--- src/rtl/serial_add_sequencer.sv ---
// serial_add_sequencer: feeds two WIDTH-bit operands to an external
// combinational 2-bit adder one slice per cycle (LSB first). It chains
// the carry through a register and returns the assembled sum over a
// valid/ready handshake.
// Optional build macro: SERIAL_ADD_SUB_EN adds the in_sub port, which
// makes the block compute A-B.
module serial_add_sequencer #(
  parameter int unsigned WIDTH = 8
) (
  input  logic             clk,
  input  logic             reset_n,
  input  logic             in_valid,
  output logic             in_ready,
  input  logic [WIDTH-1:0] in_a,
  input  logic [WIDTH-1:0] in_b,
  input  logic             in_cin,
`ifdef SERIAL_ADD_SUB_EN
  input  logic             in_sub,
`endif
  output logic [1:0]       add_a,
  output logic [1:0]       add_b,
  output logic             add_cin,
  input  logic [1:0]       add_sum,
  input  logic             add_cout,
  output logic             out_valid,
  input  logic             out_ready,
  output logic [WIDTH-1:0] out_sum,
  output logic             out_cout
);

  localparam int unsigned N    = WIDTH / 2;
  localparam int unsigned IDXW = (N > 1) ? $clog2(N) : 1;
  localparam logic [IDXW-1:0] LAST_IDX = IDXW'(N - 1);

  typedef enum logic [1:0] {
    IDLE = 2'd0,
    RUN  = 2'd1,
    DONE = 2'd2
  } state_t;

  state_t            r_state,     w_state_nxt;
  logic [WIDTH-1:0]  r_a,         w_a_nxt;
  logic [WIDTH-1:0]  r_b,         w_b_nxt;
  logic [WIDTH-1:0]  r_result,    w_result_nxt;
  logic [IDXW-1:0]   r_idx,       w_idx_nxt;
  logic              r_carry,     w_carry_nxt;
  logic              r_in_ready,  w_in_ready_nxt;
  logic              r_out_valid, w_out_valid_nxt;
  logic [WIDTH-1:0]  r_out_sum,   w_out_sum_nxt;
  logic              r_out_cout,  w_out_cout_nxt;
  logic [WIDTH-1:0]  w_b_load;
  logic              w_cin_load;
  logic [WIDTH-1:0]  w_result_shift;

  // Operand B / carry-in as loaded at acceptance (inverted B for subtract)
  always_comb begin
    w_b_load   = in_b;
    w_cin_load = in_cin;
`ifdef SERIAL_ADD_SUB_EN
    if (in_sub) begin
      w_b_load   = ~in_b;
      w_cin_load = 1'b1;
    end
`endif
  end

  // Result accumulates from the top; after N slices slice 0 sits at the LSB
  assign w_result_shift = (r_result >> 2) | (WIDTH'(add_sum) << (WIDTH - 2));

  // Next-state and next-output logic
  always_comb begin
    w_state_nxt     = r_state;
    w_a_nxt         = r_a;
    w_b_nxt         = r_b;
    w_result_nxt    = r_result;
    w_idx_nxt       = r_idx;
    w_carry_nxt     = r_carry;
    w_in_ready_nxt  = r_in_ready;
    w_out_valid_nxt = r_out_valid;
    w_out_sum_nxt   = r_out_sum;
    w_out_cout_nxt  = r_out_cout;
    case (r_state)
      IDLE: begin
        if (in_valid) begin
          w_state_nxt    = RUN;
          w_a_nxt        = in_a;
          w_b_nxt        = w_b_load;
          w_carry_nxt    = w_cin_load;
          w_result_nxt   = '0;
          w_idx_nxt      = '0;
          w_in_ready_nxt = 1'b0;
        end
      end
      RUN: begin
        // Operands shift right with zero fill, so they are all-zero once RUN ends
        w_a_nxt      = r_a >> 2;
        w_b_nxt      = r_b >> 2;
        w_result_nxt = w_result_shift;
        w_idx_nxt    = r_idx + IDXW'(1);
        w_carry_nxt  = add_cout;
        if (r_idx == LAST_IDX) begin
          w_state_nxt     = DONE;
          w_idx_nxt       = '0;
          w_carry_nxt     = 1'b0;
          w_out_valid_nxt = 1'b1;
          w_out_sum_nxt   = w_result_shift;
          w_out_cout_nxt  = add_cout;
        end
      end
      DONE: begin
        if (out_ready) begin
          w_state_nxt     = IDLE;
          w_in_ready_nxt  = 1'b1;
          w_out_valid_nxt = 1'b0;
          w_out_sum_nxt   = '0;
          w_out_cout_nxt  = 1'b0;
          w_result_nxt    = '0;
        end
      end
      default: begin
        w_state_nxt     = IDLE;
        w_in_ready_nxt  = 1'b1;
        w_out_valid_nxt = 1'b0;
        w_out_sum_nxt   = '0;
        w_out_cout_nxt  = 1'b0;
      end
    endcase
  end

  // State and output registers
  always_ff @(posedge clk or negedge reset_n) begin
    if (!reset_n) begin
      r_state     <= IDLE;
      r_a         <= '0;
      r_b         <= '0;
      r_result    <= '0;
      r_idx       <= '0;
      r_carry     <= 1'b0;
      r_in_ready  <= 1'b1;
      r_out_valid <= 1'b0;
      r_out_sum   <= '0;
      r_out_cout  <= 1'b0;
    end else begin
      r_state     <= w_state_nxt;
      r_a         <= w_a_nxt;
      r_b         <= w_b_nxt;
      r_result    <= w_result_nxt;
      r_idx       <= w_idx_nxt;
      r_carry     <= w_carry_nxt;
      r_in_ready  <= w_in_ready_nxt;
      r_out_valid <= w_out_valid_nxt;
      r_out_sum   <= w_out_sum_nxt;
      r_out_cout  <= w_out_cout_nxt;
    end
  end

  // Adder-side registers read zero outside RUN, so these are direct taps
  assign add_a     = r_a[1:0];
  assign add_b     = r_b[1:0];
  assign add_cin   = r_carry;
  assign in_ready  = r_in_ready;
  assign out_valid = r_out_valid;
  assign out_sum   = r_out_sum;
  assign out_cout  = r_out_cout;

endmodule
--- config.mk ---
export PLATFORM = sky130hd
export DESIGN_NAME = serial_add_sequencer
export DESIGN_NICKNAME = d
export VERILOG_FILES = /design/src/rtl/serial_add_sequencer.sv
export SDC_FILE = /design/constraint.sdc
export NUM_CORES = 1
export LEC_CHECK = 0
export CORE_MARGIN = 8
export CORE_UTILIZATION = 39
export DETAILED_ROUTE_END_ITERATION = 10
export PLACE_DENSITY = 0.7
export SLEW_MARGIN = 20
export SYNTH_ARGS = -nofsm -noshare
export SYNTH_HDL_FRONTEND = slang
export SYNTH_SLANG_ARGS = --single-unit
--- constraint.sdc ---
create_clock -name clk -period 1.9 [get_ports clk]
set_clock_uncertainty 0.05 [all_clocks]
set_input_delay 0.38 -clock clk [delete_from_list [all_inputs] [get_ports clk]]
set_output_delay 0.38 -clock clk [all_outputs]
set_load 0.02 [all_outputs]
==> flow_summary.json <==
{
  "status": "completed",
  "row_count": 24,
  "final_cell_mix": "dfrtp_1 (37), clkdlybuf4s50_1 (37), o22ai_1 (26)",
  "yosysSeqAreaShare_pct": 54.16,
  "dpl.hpwl_um": 2982,
  "grt_max_degree": 39,
  "routabilityCongestion": 0.7652,
  "critPathMaxStageDelay_ns": 0.62,
  "clk_path_buf_depth": 2,
  "max_slew_margin_pct": 67.47,
  "critPathLaunchType": "flip-flop",
  "grt_pass1_vias": 1513,
  "crit_family": "buffers and inverters",
  "cts_setup_buffers": 0,
  "initial_core_util_pct": 40.37,
  "via_per_inst": 5.698,
  "routedWlPerCell_um": 17.31,
  "num_antenna_cells": 0,
  "switching_share_pct": 39.09,
  "grt_pass1_wl_um": 7431,
  "syn2layout_area_growth_pct": 26.90,
  "die_h_um": 83.14,
  "htreeDepth": 2,
  "fmax_ghz": 0.5839,
  "grt_usage_pct": 12.90,
  "cp.required_ns": 1.47,
  "grt.overflow.total": 0,
  "hold_viol": 0,
  "synth_area_per_cell_um2": 11.13,
  "switching_power_mw": 1.433,
  "cts_root_buf": "clkbuf_8",
  "cts_tree": "built",
  "clk_pin_slew_worst_paths_ns": 0.07,
  "fin_crit_sh_pct": 90.15,
  "fin_setup_tns_ns": 0,
  "rsz0062_at_grt": "false",
  "worstPathArrival_ns": 1.28,
  "hold_path_class": "in2async",
  "synthesis.nets": 183,
  "critPathBufInv": 1,
  "worstMarginPinSlew_ns": 0.4880,
  "reg2reg_to": "add_cin",
  "fp.dieArea_um2": 6912,
  "power.leakage_nw": 0.9480,
  "drc_errors": 0,
  "clkPwrFrac_pct": 15.5,
  "first_iter_violations": 109,
  "final.fill_count": 382,
  "portBuffers": 39,
  "power.density_nw_per_um2": 1643,
  "dpl.cell_count": 240,
  "vias": 1413,
  "synthesis.area_um2": 1758,
  "clk_latency_ns": 0.29,
  "drtAntennaViolNets": 0,
  "finalCriticalPeriod_ns": 1.713,
  "routed_wl_um": 4293,
  "seq_area_um2": 952.2,
  "ioPinCount": 40,
  "r2r_start": "r_state[1]",
  "synth_seq_cells": 38,
  "reg2reg_depth": 4,
  "cts.sinks": 38,
  "cp-end-kind": "output port",
  "drive_above_1_share_pct": 10.20,
  "layout.nets": 220,
  "final_cell_count_no_fill": 248,
  "multi_input_area_um2": 666.9,
  "antenna_found_initial": 0,
  "path_max_fanout": 3,
  "synthCells": 158,
  "reg2reg_slack_ns": 0.33,
  "crit_type": "reg2out",
  "crit_slowest_cell": "clkdlybuf4s50_1",
  "cts_buffers": 5,
  "intPower_mw": 2.233,
  "slew_violations": 0,
  "setup_viol": 0,
  "coreArea_um2": 4354,
  "ir_worst_vdd_mv": 0.6767,
  "first_pass_iters": 6,
  "power_frac_comb_pct": 44.1,
  "synth_warnings": 0,
  "path_cells": "clkdlybuf4s50_1",
  "maxCapViolCount": 0,
  "ys_types": 30,
  "dieWidth_um": 83.14,
  "pwr-share-seq_pct": 40.4
}
==> worst max path at each step <==
stage	slack [ns]	end	depth (start not counted)	startpoint
floorplan	0.66	out_cout	5	r_idx[0]
global placement	0.14	r_result[5]	3	in_valid
detailed placement	0.06	r_b[7]	4	in_valid
CTS	0.02	in_ready	1	in_ready
global route	0.13	add_b[0]	1	r_b[0]
finish	0.19	add_cin	1	add_cin
==> flip-flops by register name, summed over array words and instances, names as in the netlist <==
signal and flops:
in_ready 1, r_idx 2, add_cin 1, r_result 6
r_b 8, r_a 8, r_state 2, out_sum 8
out_valid 1, out_cout 1
==> through the flow <==
| step | setup slack [ns] | instance area, um^2 | power, mW | hold slack, ns | util, % |
|---|---|---|---|---|---|
| finish | 0.1872 | 2231 | 3.666 | 0.08875 | 51.24 |
| global route | 0.1288 | 2231 | 3.955 | 0.1289 | 51.24 |
| CTS | 0.01615 | 2228 | 3.696 | 0.09800 | 51.18 |
| detailed placement | 0.06226 | 2137 | 3.118 | 0.4126 | 49.08 |
| global placement | 0.1395 | 2137 | 3.044 | 0.3993 | 49.08 |
| floorplan | 0.6552 | 1758 | 2.650 | 0.03441 | - |
==> cells by family (layout without fill, tap and decap cells) <==
| kind of cell | after synthesis | after routing | share of synthesized area [%] |
|---|---|---|---|
| AO/OA/AOI/OAI | 71 | 71 | 26.62 |
| adder cells (fa/ha/maj) | 1 | 1 | 0.7116 |
| AND/OR/NAND/NOR | 22 | 22 | 7.189 |
| multiplexers | 6 | 6 | 3.417 |
| flip-flops | 38 | 38 | 54.16 |
| buffers and inverters | 20 | 58 | 7.899 |
==> metal layers <==
| layer | share of wire, % | global-route usage [%] | vias up | wire [um] |
|---|---|---|---|---|
| li1 | - | - | 660 | - |
| met1 | 47 | 15.75 | 701 | 2003 |
| met2 | 45 | 19.66 | 44 | 1928 |
| met3 | 7.1 | 5.859 | 8 | 303 |
| met4 | 1.3 | 4.153 | 0 | 57 |
| met5 | 0 | 0 | - | 0 |
==> Yosys cell counts (all sizes together) <==
| cell | n | area, um^2 |
|---|---|---|
| a21o | 1 | 7.510 |
| a21oi | 19 | 95.09 |
| a221o | 1 | 10.01 |
| a221oi | 1 | 15.01 |
| a22o | 9 | 78.83 |
| and3 | 1 | 6.260 |
| buf | 15 | 120.1 |
| clkbuf | 1 | 3.750 |
| dfrtp | 37 | 925.9 |
| dfstp | 1 | 26.28 |
| ha | 1 | 12.51 |
| inv | 4 | 15.01 |
| mux2i | 6 | 60.06 |
| nand2 | 6 | 22.52 |
| nand2b | 2 | 20.02 |
| nor2 | 5 | 26.27 |
| nor2b | 6 | 37.54 |
| o21ai | 7 | 35.03 |
| o22ai | 26 | 162.7 |
| o2bb2ai | 5 | 43.79 |
| o31ai | 2 | 20.02 |
| or2 | 1 | 6.260 |
| or2b | 1 | 7.510 |
==> area by class of cell <==
type | count | area share [%]
sequential | 38 | 42.68
multi-input combinational | 100 | 29.89
timing repair buffer | 46 | 19.74
clock buffer | 7 | 3.870
tap | 52 | 2.916
inverter | 4 | 0.6730
clock inverter | 1 | 0.2243
==> timing repair <==
item                                    in CTS  in global routing
hold buffers                                 0                  0
endpoints found under the setup margin       0                  1
hold endpoints to repair                     0                  0
gates resized for setup                      0                  1
==> power by group through the flow <==
stage,logic (mW),registers [mW],clock network [mW]
2_1_floorplan,1.15,1.50,0
3_3_place_gp,1.57,1.47,0
3_5_place_dp,1.63,1.49,0
4_1_cts,1.64,1.48,0.581
5_1_grt,1.79,1.53,0.629
6_report,1.62,1.48,0.568
No activity file was read; power rests on OpenSTA's default activity.
